**src/rtl/wb_check_pkg.sv**
```systemverilog
// rtl/wb_check_pkg.sv - shared types and constants for the writeback result checker
package wb_check_pkg;

    typedef enum logic [1:0] {
        ST_IDLE  = 2'd0,
        ST_ARMED = 2'd1,
        ST_DONE  = 2'd2
    } state_e;

    localparam int DEF_ADDR_W = 5;
    localparam int DEF_DATA_W = 32;

    // Writes to $zero never retire a check; the CPU discards them.
    localparam int ZERO_REG = 0;

endpackage

```
**src/rtl/wb_expect_table.sv**
```systemverilog
// rtl/wb_expect_table.sv - expectation table: (addr, data) pairs, sync write, async read
module wb_expect_table
    import wb_check_pkg::*;
#(
    parameter int NUM_CHECKS = 4,
    parameter int ADDR_W     = DEF_ADDR_W,
    parameter int DATA_W     = DEF_DATA_W,
    parameter int IDX_W      = 2
) (
    input  logic              clk,
    input  logic              clr_n,
    input  logic              we,
    input  logic [IDX_W-1:0]  wr_idx,
    input  logic [ADDR_W-1:0] wr_addr,
    input  logic [DATA_W-1:0] wr_data,
    input  logic [IDX_W:0]    rd_idx,
    output logic [ADDR_W-1:0] rd_addr,
    output logic [DATA_W-1:0] rd_data
);

    logic [ADDR_W-1:0] addr_q [NUM_CHECKS];
    logic [DATA_W-1:0] data_q [NUM_CHECKS];
    logic [ADDR_W-1:0] addr_d [NUM_CHECKS];
    logic [DATA_W-1:0] data_d [NUM_CHECKS];

    always_comb begin
        addr_d = addr_q;
        data_d = data_q;
        if (we && (32'(wr_idx) < NUM_CHECKS)) begin
            addr_d[wr_idx] = wr_addr;
            data_d[wr_idx] = wr_data;
        end
    end

    always_ff @(posedge clk or negedge clr_n) begin
        if (!clr_n) begin
            for (int i = 0; i < NUM_CHECKS; i++) begin
                addr_q[i] <= '0;
                data_q[i] <= '0;
            end
        end else begin
            addr_q <= addr_d;
            data_q <= data_d;
        end
    end

    // Index one past the last entry reads as zero rather than aliasing.
    always_comb begin
        rd_addr = '0;
        rd_data = '0;
        if (32'(rd_idx) < NUM_CHECKS) begin
            rd_addr = addr_q[rd_idx[IDX_W-1:0]];
            rd_data = data_q[rd_idx[IDX_W-1:0]];
        end
    end

endmodule

```
**config.mk**
```make
export PLATFORM = sky130hd
export DESIGN_NAME = wb_expect_table
export DESIGN_NICKNAME = d
export VERILOG_FILES = /design/src/rtl/wb_check_pkg.sv /design/src/rtl/wb_expect_table.sv
export SDC_FILE = /design/constraint.sdc
export NUM_CORES = 1
export LEC_CHECK = 0
export BUFFER_PORTS_ARGS = -buffer_cell sky130_fd_sc_hd__buf_2
export CORE_MARGIN = 3
export CORE_UTILIZATION = 40
export CTS_CLUSTER_SIZE = 10
export DETAILED_ROUTE_END_ITERATION = 10
export PLACE_DENSITY = 0.66
export SLEW_MARGIN = 25
export SYNTH_ARGS = -nofsm -noshare
export SYNTH_HDL_FRONTEND = slang
export SYNTH_SLANG_ARGS = --single-unit
```
**constraint.sdc**
```tcl
create_clock -name clk -period 1.15 [get_ports clk]
set_input_delay 0.0575 -clock clk [delete_from_list [all_inputs] [get_ports clk]]
set_output_delay 0.0575 -clock clk [all_outputs]
set_load 0.03 [all_outputs]
```
==> run metrics <==
status finished with violations; violations in the final reports setup timing; DR vias 4306; slew at the pin with the worst max-slew slack 0.357 ns; RSZ-0062 raised after global routing true; Reg area 3700 sq um; 1st-pass router iterations 4; Multi-input gate area 3060 sq um; die width 138 microns; placed cell areas 7890 sq um; total track usage 0.166; antenna viol nets, final 0; Setup WS post-layout -0.230 ns; first-pass GRT wire length 25400 microns; clk_lat worst skew 0.42 ns; reg-to-reg slack, setup 0.14 ns; startpoint types register; Mapped Nets 489; commonest non-fill, non-tap cells in the layout 148 x dfrtp_1, 90 x mux2_4, 74 x buf_4; Clk Tree Root Cell clkbuf_16; LEAKAGE 4.45 nW; Int Pwr 11.9 mW; DR vias/cell 5.13; Critical Path Source data_q[43]; Max clock buf depth 2; core area 16900 sq um; Reg power frac 0.418; maximum vdd drop 0.00117 V; worst rel slew slack 0.762; Met1 Routed Length 7210 microns; Switching Fraction 0.261; Final Power 16.1 mW; Num CTS Buffers 17; Final TNS setup -5.67 ns; Synth Register Bits 148; drt total wl 15500 microns; Min-Delay Path Class in2async; Final #Nets 652; largest net degree at the start of global routing 36; crit path capture type output pin; Crit Path Max Fanout 2; Clk pwr share 0.355; worst-case clock skew 0 ns; power per cell area 1750 nW/um^2; Synth Area per Inst 15.8 sq um; DRT iter0 DRCs 187; P_sw 4.20 mW; Max Fclk 724 MHz; min cycle time layout 1.38 ns; pre-CTS setup slack -0.152 ns; Logic pwr share 0.227; vias in the first global route 4684; share of layout cells above drive strength 1 0.517; # IOs 82; Fin Hold WS 0.103 ns; register area share after synthesis 0.528; wire length per cell 18.4 microns; drt drc 0; WL met2 7390 microns; CP Class reg2out; fin. max-slew vios 0; Clock transition at path regs 0.06 ns; CP required 1.09 ns; fillcell total 1375; cell area after layout 9190 sq um; Tcrit/Tclk final 1.20; antenna violations before repair 1; DR top layer met4; worst endpoint data arrival time 1.32 ns; Max Cap Violations 0; commonest non-fill, non-tap cell in the layout dfrtp_1; Die Area 19200 sq um; final setup fails 37; die height 138 microns; # H-tree levels 4; cell count after synthesis 444; post-DP HPWL 9960 microns; P&R area growth vs syn 31.1%; cell row count 47; synth warn 0; CTS sink count 148; Reg2Reg Depth 3; CTS tree built; mapped cell area 7010 sq um; final hold violations 0; RD Place Congestion 0.775; grt ovf 0; Starting Density 0.416; Netlist cell types 17; metal3 WL 651 microns; port bufs 81; Reg2Reg Launch Point data_q[33]
==> kinds of logic (layout without fill, tap and decap cells) <==
group | Yosys count | count (layout) | synth area share
other | 0 | 1 | 0
buffers and inverters | 31 | 206 | 0.0394
flip-flops | 148 | 148 | 0.528
multiplexers | 222 | 222 | 0.391
AO/OA/AOI/OAI | 37 | 37 | 0.0330
AND/OR/NAND/NOR | 6 | 6 | 0.00821
==> synthesized netlist by cell type <==
library cell / count / area (sq um)
mux2_4: 90 / 1350
mux2_1: 2 / 22.5
mux2i_1: 74 / 741
mux2_2: 56 / 631
buf_12: 3 / 60.1
buf_2: 11 / 55.1
o22ai_1: 37 / 231
buf_1: 2 / 7.51
nand2b_1: 1 / 6.26
clkbuf_1: 1 / 3.75
nand3b_1: 2 / 15.0
buf_6: 12 / 135
or2_2: 1 / 6.26
dfrtp_1: 148 / 3700
buf_4: 2 / 15.0
nor3b_2: 1 / 12.5
nand3_4: 1 / 17.5
==> worst max-delay path: stages (launching register included) <==
cell,delay [ns]
dfrtp_1,0.38
mux2i_1,0.21
o22ai_1,0.13
buf_4,0.18
==> power by group through the flow <==
stage	combinational (mW)	sequential, mW	clock [mW]
after floorplan	2.35	6.64	0
after global placement	3.09	6.75	0
after detailed placement	3.17	6.81	0
after CTS	3.57	6.72	5.82
after global routing	3.91	6.85	6.11
final	3.65	6.73	5.72
==> sequential cells by signal, indices dropped and copies added, names as in the netlist <==
signal  flops
data_q    128
addr_q     20
==> per-layer routing <==
| metal | up-vias | GRT usage |
|---|---|---|
| met1 | 2219 | 0.230 |
| met5 | - | 0 |
| met4 | 0 | 0.0494 |
| li1 | 1974 | - |
| met2 | 94 | 0.257 |
| met3 | 19 | 0.0445 |
==> final timing paths <==
path / endpoint
worst min register to register: data_q[4]
worst max-delay path: rd_data[11]
min in group clk: addr_q[18]
worst min-delay path: data_q[86]
max in group asynchronous: data_q[31]
worst max register to register: data_q[33]
==> timing repair <==
action	4_1_cts	5_1_grt
endpoints found under the setup margin	37	37
endpoints found under the hold margin	296	0
buffers inserted	15	12
gates resized for setup	40	1
pin swaps	12	11
hold buffers	38	0
==> cell type report <==
class,count,share of cell area
multi-input cells,265,0.332
flip-flops and latches,148,0.403
repair buffers,175,0.168
clock buffers,20,0.0497
well taps,220,0.0299
clock inverters,11,0.0163
diodes,1,0.000272
==> metrics by stage <==
step | cells | utilization
global placement | 743 | 0.468
floorplan | 444 | -
detailed placement | 743 | 0.468
finish | 840 | 0.545
global route | 840 | 0.545
CTS | 827 | 0.539
Note: power is estimated with default switching activity, not from simulation.
